==> src/rtl/ins_mem_arbiter_if.sv <==
// Bus bundle between the instruction-RAM arbiter, the host loader, the cores and the RAM.
// slave is the arbiter side. master is the environment side: host, cores and RAM.
interface ins_mem_arbiter_if #(
   parameter int CORE_COUNT = 4,
   parameter int WIDTH      = 8,
   parameter int DEPTH      = 256,
   parameter int ADDR_WIDTH = $clog2(DEPTH)
);
   logic                             start;
   logic                             done;
   logic                             load_wrEn;
   logic [ADDR_WIDTH-1:0]            load_addr;
   logic [WIDTH-1:0]                 load_data;
   logic [CORE_COUNT-1:0]            core_req;
   logic [CORE_COUNT*ADDR_WIDTH-1:0] core_addr;
   logic [CORE_COUNT-1:0]            core_gnt;
   logic [CORE_COUNT-1:0]            core_rvalid;
   logic [WIDTH-1:0]                 core_rdata;
   logic                             run;
   logic                             wr_err;
   logic                             ram_wrEn;
   logic [ADDR_WIDTH-1:0]            ram_addr;
   logic [WIDTH-1:0]                 ram_dataIn;
   logic [WIDTH-1:0]                 ram_dataOut;

   modport slave (
      input  start, done, load_wrEn, load_addr, load_data, core_req, core_addr, ram_dataOut,
      output core_gnt, core_rvalid, core_rdata, run, wr_err, ram_wrEn, ram_addr, ram_dataIn
   );

   modport master (
      output start, done, load_wrEn, load_addr, load_data, core_req, core_addr, ram_dataOut,
      input  core_gnt, core_rvalid, core_rdata, run, wr_err, ram_wrEn, ram_addr, ram_dataIn
   );
endinterface

==> src/rtl/ins_mem_arbiter.sv <==
// Shares one single-port instruction RAM between the host loader (LOAD) and CORE_COUNT cores (RUN).
// Define INS_ARB_FIXED_PRIO_EN for lowest-index-wins arbitration instead of round-robin.
module ins_mem_arbiter #(
   parameter int CORE_COUNT = 4,
   parameter int WIDTH      = 8,
   parameter int DEPTH      = 256,
   parameter int ADDR_WIDTH = $clog2(DEPTH)
) (
   input logic              clk,
   input logic              rstN,
   ins_mem_arbiter_if.slave bus
);
   localparam int IDX_W = $clog2(CORE_COUNT);

   typedef enum logic {
      LOAD = 1'b0,
      RUN  = 1'b1
   } state_t;

   state_t                state;
   state_t                state_nxt;
   logic                  gnt_any;
   logic [IDX_W-1:0]      gnt_idx;
   logic [IDX_W-1:0]      cand;
   logic [CORE_COUNT-1:0] gnt_vec;
   logic [CORE_COUNT-1:0] rvalid_q;
   logic                  wr_err_q;

`ifndef INS_ARB_FIXED_PRIO_EN
   logic [IDX_W-1:0]      rr_ptr;
`endif

   // First requesting core, scanning upward from the search origin.
   always_comb begin
      gnt_any = 1'b0;
      gnt_idx = '0;
      cand    = '0;
      for (int k = 0; k < CORE_COUNT; k++) begin
`ifdef INS_ARB_FIXED_PRIO_EN
         cand = IDX_W'(k);
`else
         cand = IDX_W'((int'(rr_ptr) + k) % CORE_COUNT);
`endif
         if (!gnt_any && bus.core_req[cand]) begin
            gnt_any = 1'b1;
            gnt_idx = cand;
         end
      end
   end

   // NOTE: every output of a combinational block gets a default first, so no path can infer a latch.
   always_comb begin
      state_nxt      = state;
      gnt_vec        = '0;
      bus.ram_wrEn   = 1'b0;
      bus.ram_addr   = '0;
      bus.ram_dataIn = '0;
      case (state)
         LOAD: begin
            bus.ram_wrEn   = bus.load_wrEn;
            bus.ram_addr   = bus.load_addr;
            bus.ram_dataIn = bus.load_data;
            if (bus.start) state_nxt = RUN;
         end
         RUN: begin
            if (gnt_any) begin
               gnt_vec[gnt_idx] = 1'b1;
               bus.ram_addr     = bus.core_addr[gnt_idx*ADDR_WIDTH +: ADDR_WIDTH];
            end
            if (bus.done) state_nxt = LOAD;
         end
         default: state_nxt = LOAD;
      endcase
   end

   // NOTE: sequential state uses non-blocking assignments so every flop samples pre-edge values.
   always_ff @(posedge clk or negedge rstN) begin
      if (!rstN) begin
         state    <= LOAD;
         rvalid_q <= '0;
         wr_err_q <= 1'b0;
      end else begin
         state    <= state_nxt;
         rvalid_q <= gnt_vec;
         if (state == RUN && bus.load_wrEn) wr_err_q <= 1'b1;
      end
   end

`ifndef INS_ARB_FIXED_PRIO_EN
   // Origin moves past the winner; idle cycles leave it where it is.
   always_ff @(posedge clk or negedge rstN) begin
      if (!rstN) begin
         rr_ptr <= '0;
      end else if (gnt_vec != '0) begin
         rr_ptr <= (gnt_idx == IDX_W'(CORE_COUNT - 1)) ? '0 : gnt_idx + IDX_W'(1);
      end
   end
`endif

   assign bus.core_gnt    = gnt_vec;
   assign bus.core_rvalid = rvalid_q;
   assign bus.core_rdata  = bus.ram_dataOut;
   assign bus.run         = (state == RUN);
   assign bus.wr_err      = wr_err_q;
endmodule

==> src/flat_wrapper.sv <==
// flat-port wrapper written by rule: the top's interface ports become plain ports
module ins_mem_arbiter_flat 
#(
   parameter int CORE_COUNT = 4,
   parameter int WIDTH      = 8,
   parameter int DEPTH      = 256,
   parameter int ADDR_WIDTH = $clog2(DEPTH)
)
  (clk, rstN, bus_start, bus_done, bus_load_wrEn, bus_load_addr, bus_load_data, bus_core_req, bus_core_addr, bus_ram_dataOut, bus_core_gnt, bus_core_rvalid, bus_core_rdata, bus_run, bus_wr_err, bus_ram_wrEn, bus_ram_addr, bus_ram_dataIn);
  ins_mem_arbiter_if #(.CORE_COUNT(CORE_COUNT), .WIDTH(WIDTH), .DEPTH(DEPTH), .ADDR_WIDTH(ADDR_WIDTH)) bus_i ();
  input logic clk;
  input logic rstN;
  input wire logic [$bits(bus_i.start)-1:0] bus_start;
  input wire logic [$bits(bus_i.done)-1:0] bus_done;
  input wire logic [$bits(bus_i.load_wrEn)-1:0] bus_load_wrEn;
  input wire logic [$bits(bus_i.load_addr)-1:0] bus_load_addr;
  input wire logic [$bits(bus_i.load_data)-1:0] bus_load_data;
  input wire logic [$bits(bus_i.core_req)-1:0] bus_core_req;
  input wire logic [$bits(bus_i.core_addr)-1:0] bus_core_addr;
  input wire logic [$bits(bus_i.ram_dataOut)-1:0] bus_ram_dataOut;
  output wire logic [$bits(bus_i.core_gnt)-1:0] bus_core_gnt;
  output wire logic [$bits(bus_i.core_rvalid)-1:0] bus_core_rvalid;
  output wire logic [$bits(bus_i.core_rdata)-1:0] bus_core_rdata;
  output wire logic [$bits(bus_i.run)-1:0] bus_run;
  output wire logic [$bits(bus_i.wr_err)-1:0] bus_wr_err;
  output wire logic [$bits(bus_i.ram_wrEn)-1:0] bus_ram_wrEn;
  output wire logic [$bits(bus_i.ram_addr)-1:0] bus_ram_addr;
  output wire logic [$bits(bus_i.ram_dataIn)-1:0] bus_ram_dataIn;
  assign bus_i.start = bus_start;
  assign bus_i.done = bus_done;
  assign bus_i.load_wrEn = bus_load_wrEn;
  assign bus_i.load_addr = bus_load_addr;
  assign bus_i.load_data = bus_load_data;
  assign bus_i.core_req = bus_core_req;
  assign bus_i.core_addr = bus_core_addr;
  assign bus_i.ram_dataOut = bus_ram_dataOut;
  assign bus_core_gnt = bus_i.core_gnt;
  assign bus_core_rvalid = bus_i.core_rvalid;
  assign bus_core_rdata = bus_i.core_rdata;
  assign bus_run = bus_i.run;
  assign bus_wr_err = bus_i.wr_err;
  assign bus_ram_wrEn = bus_i.ram_wrEn;
  assign bus_ram_addr = bus_i.ram_addr;
  assign bus_ram_dataIn = bus_i.ram_dataIn;
  ins_mem_arbiter #(.CORE_COUNT(CORE_COUNT), .WIDTH(WIDTH), .DEPTH(DEPTH), .ADDR_WIDTH(ADDR_WIDTH)) u_core (.clk(clk), .rstN(rstN), .bus(bus_i));
endmodule
==> config.mk <==
export PLATFORM = sky130hd
export DESIGN_NAME = ins_mem_arbiter_flat
export DESIGN_NICKNAME = d
export VERILOG_FILES = /design/src/rtl/ins_mem_arbiter_if.sv /design/src/rtl/ins_mem_arbiter.sv /design/src/flat_wrapper.sv
export SDC_FILE = /design/constraint.sdc
export NUM_CORES = 1
export LEC_CHECK = 0
export ABC_CLOCK_PERIOD_IN_PS = 3140
export BUFFER_PORTS_ARGS = -buffer_cell sky130_fd_sc_hd__buf_2
export CAP_MARGIN = 5
export CORE_MARGIN = 10
export CORE_UTILIZATION = 36
export CTS_CLUSTER_DIAMETER = 50
export CTS_CLUSTER_SIZE = 14
export DETAILED_ROUTE_END_ITERATION = 8
export GPL_TIMING_DRIVEN = 0
export PLACE_DENSITY = 0.89
export SLEW_MARGIN = 20
export SYNTH_ARGS = -nofsm -noshare
export SYNTH_HDL_FRONTEND = slang
export SYNTH_SLANG_ARGS = --single-unit
export TNS_END_PERCENT = 50
==> constraint.sdc <==
create_clock -name clk -period 3.14 [get_ports clk]
set_input_delay 0.157 -clock clk [delete_from_list [all_inputs] [get_ports clk]]
set_output_delay 0.157 -clock clk [all_outputs]
set_load 0.02 [all_outputs]
==> impl_metrics.tcl <==
set metrics [dict create \
    htree_levels 1 \
    grt_pass1_vias 1168 \
    cp.arrival_ps 2020 \
    synth_cell_types 28 \
    vias_per_cell 4.93 \
    postCtsSetupBuffers 0 \
    yosys-top-cells-area "dfrtp_1 24%, mux2i_1 20%, o221ai_1 8.3%" \
    final_common_cell "buf_2" \
    routed_wl_um 3630 \
    synth_top_flop_cell "dfrtp_1" \
    synthSimpleGateAreaFrac_pct 22.7 \
    min-delay-start "bus_done" \
    outcome "finished, final reports clean" \
    ff2ff_setup_slack_ps 1630 \
    dpl.hpwl_um 3240 \
    antenna_left 0 \
    syn_nets 158 \
    synthXorXnorAreaFrac_pct 1.03 \
    period_share_pct 69.4 \
    synth.area.mux_share_pct 20.1 \
    synth_fa_ha_area_share_pct 0 \
    cts_sinks 8 \
    rr_worst_depth 6 \
    die_w_um 68.5 \
    grt_overflow 0 \
    row_count 17 \
    rsz0062_at_grt "false" \
    hold_viol 0 \
    post-route-min-period_ps 2180 \
    netlist.area_leader.share_pct 23.6 \
    antenna_found_initial 0 \
    numCtsBuffers 3 \
    drc 0 \
    seq_area_frac_synth_pct 23.6 \
    p_comb_share_pct 68.3 \
    hold_class "primary input to flip-flop" \
    seq_power_share_pct 21.0 \
    cts_buffer_depth 2 \
    cp-startpoint "u_core.rr_ptr[0]" \
    fillers 221 \
    num_antenna_cells 0 \
    synth_cells 93 \
    peakVddDrop_v 0.000327 \
    async_flop_share_pct 100 \
    finalPower_mw 0.727 \
    crit_fanout 10 \
    grt_first_pass_wirelength_um 5330 \
    nets 255 \
    reg2reg_from "u_core.rr_ptr[0]" \
    p_leak_nw 0.788 \
    reg2reg_to "u_core.bus.core_rvalid[0]" \
    gp_congestion 0.810 \
    holdWs_ps 110 \
    drtIter0Drc 18 \
    synth_compound_area_share_pct 20.1 \
    yosysWarningCount 0 \
    io_buffer_count 91 \
    worst_ep_required_time_ps 2980 \
    synth_enable_flop_cells 0 \
    die_h_um 68.5 \
    core_um2 2230 \
    start_kind "flip-flop" \
    pwr-share-clk_pct 10.7 \
    power_switching_share_pct 45.7 \
    avgSynthCellArea_um2 9.12 \
    yosysTopAreaCell "dfrtp_1" \
    wire_per_inst_um 16.8 \
    syn_area_um2 848 \
    grt_usage_pct 14.9 \
    grt_max_degree 11 \
    dieArea_um2 4700 \
    cp-end-kind "primary output" \
    synth_top_family_by_area "simple AND/OR/NAND/NOR gates" \
    timing.fmax_ghz 0.459 \
    firstDrtPassIters 4 \
    intPower_mw 0.395 \
    finClkSkew_ps 5.41 \
    drive_above_1_share_pct 56.9 \
    cap_violations 0 \
    p_sw_mw 0.332 \
    clock_latency_ps 250 \
    synth_seq_cells 8 \
    tightest_slew_ps 474 \
    cts_root_buf "clkbuf_4" \
    vias 1064 \
    pin_count 100 \
    area_growth_pct 61.7 \
    clk_pin_slew_ps 60 \
    crit_end "bus_ram_addr[2]" \
    slew_headroom_pct 68.0 \
    fin_tns_setup_ps 0 \
    start_util_pct 38.0 \
    path_class "flip-flop to primary output" \
    final_cell_mix "91 x buf_2, 17 x mux2i_1, 11 x nor2b_1" \
    p_per_area_nw_per_um2 530 \
    setup_viol 0 \
    slew_viol_final 0 \
    worstHoldPathCells 2 \
    cts_tree "done" \
]
## worst max-delay path, stage by stage, from the launching register on
cell      delay (ps)
dfrtp_1          420
nand2b_1         170
a21boi_4         150
o221ai_2         160
buf_6            190
buf_12           150
mux2i_1          210
o221ai_1         140
buf_2            180
## per-layer routing
metal / GRT usage (%) / up-vias / share of wire, %
met1: 12.6 / 474 / 30
li1: - / 526 / -
met2: 26.6 / 62 / 54
met4: 6.28 / 0 / 0.80
met5: 0 / - / 0
met3: 9.98 / 2 / 15
## power groups by stage
| stage | clock network [mW] | logic, mW | registers [mW] |
|---|---|---|---|
| after floorplan | 0 | 0.334 | 0.164 |
| after global placement | 0 | 0.493 | 0.151 |
| after detailed placement | 0 | 0.502 | 0.154 |
| after CTS | 0.0811 | 0.505 | 0.152 |
| after global routing | 0.0884 | 0.541 | 0.156 |
| final | 0.0781 | 0.497 | 0.152 |
## kinds of logic (layout without fill, tap and decap cells)
logic type,count (synthesis),in the layout
xor gates and xnor gates,1,1
muxes,17,17
and+or+nand+nor,34,34
buffers and inverters,14,109
AOI/OAI and AO/OA,19,19
DFF,8,8
## repair_timing
action	in CTS	in global routing
hold buffers	1	0
endpoints found under the hold margin	8	0
resized for setup	0	0
## through the flow
stage               worst slack (ps)  utilization, %  cell area, µm²  instances
finish                           959            61.4            1370        216
global route                     783            61.4            1370        216
CTS                              953            61.4            1370        216
detailed placement              1240            59.9            1340        212
global placement                1250            59.9            1340        212
floorplan                       1360               -             848         93
## worst min path at each step
stage	end	slack, ps
floorplan	u_core.bus.core_rvalid[0]	-140
global placement	u_core.bus.core_rvalid[1]	3
detailed placement	u_core.rr_ptr[0]	9
CTS	u_core.bus.run	90
global route	u_core.bus.run	80
finish	u_core.bus.run	110
## registers in the layout, summed over array words and instances (netlist names)
| signal | flops |
|---|---|
| u_core.bus.wr_err | 1 |
| u_core.rr_ptr | 2 |
| u_core.bus.run | 1 |
| u_core.bus.core_rvalid | 4 |
## cell type report
class / count / area, µm² / area share (%)
buffer: 12 / 98.8 / 7.21
clock buffer: 3 / 22.5 / 1.64
inverter: 2 / 7.51 / 0.547
sequential: 8 / 200 / 14.6
timing repair buffer: 92 / 465 / 33.9
multi-input combinational: 71 / 542 / 39.5
tap: 28 / 35.0 / 2.55
## synthesized netlist by cell type (2+ instances only)
cell and n:
nand2b_1 9, buf_4 8, dfrtp_1 8, nand2_1 4
and3_1 2, mux2i_1 17, nor2_1 4, nor2b_1 11
o221ai_1 8, a21oi_1 2, clkbuf_1 2, inv_1 2
No activity file was read; power rests on OpenSTA's default activity.
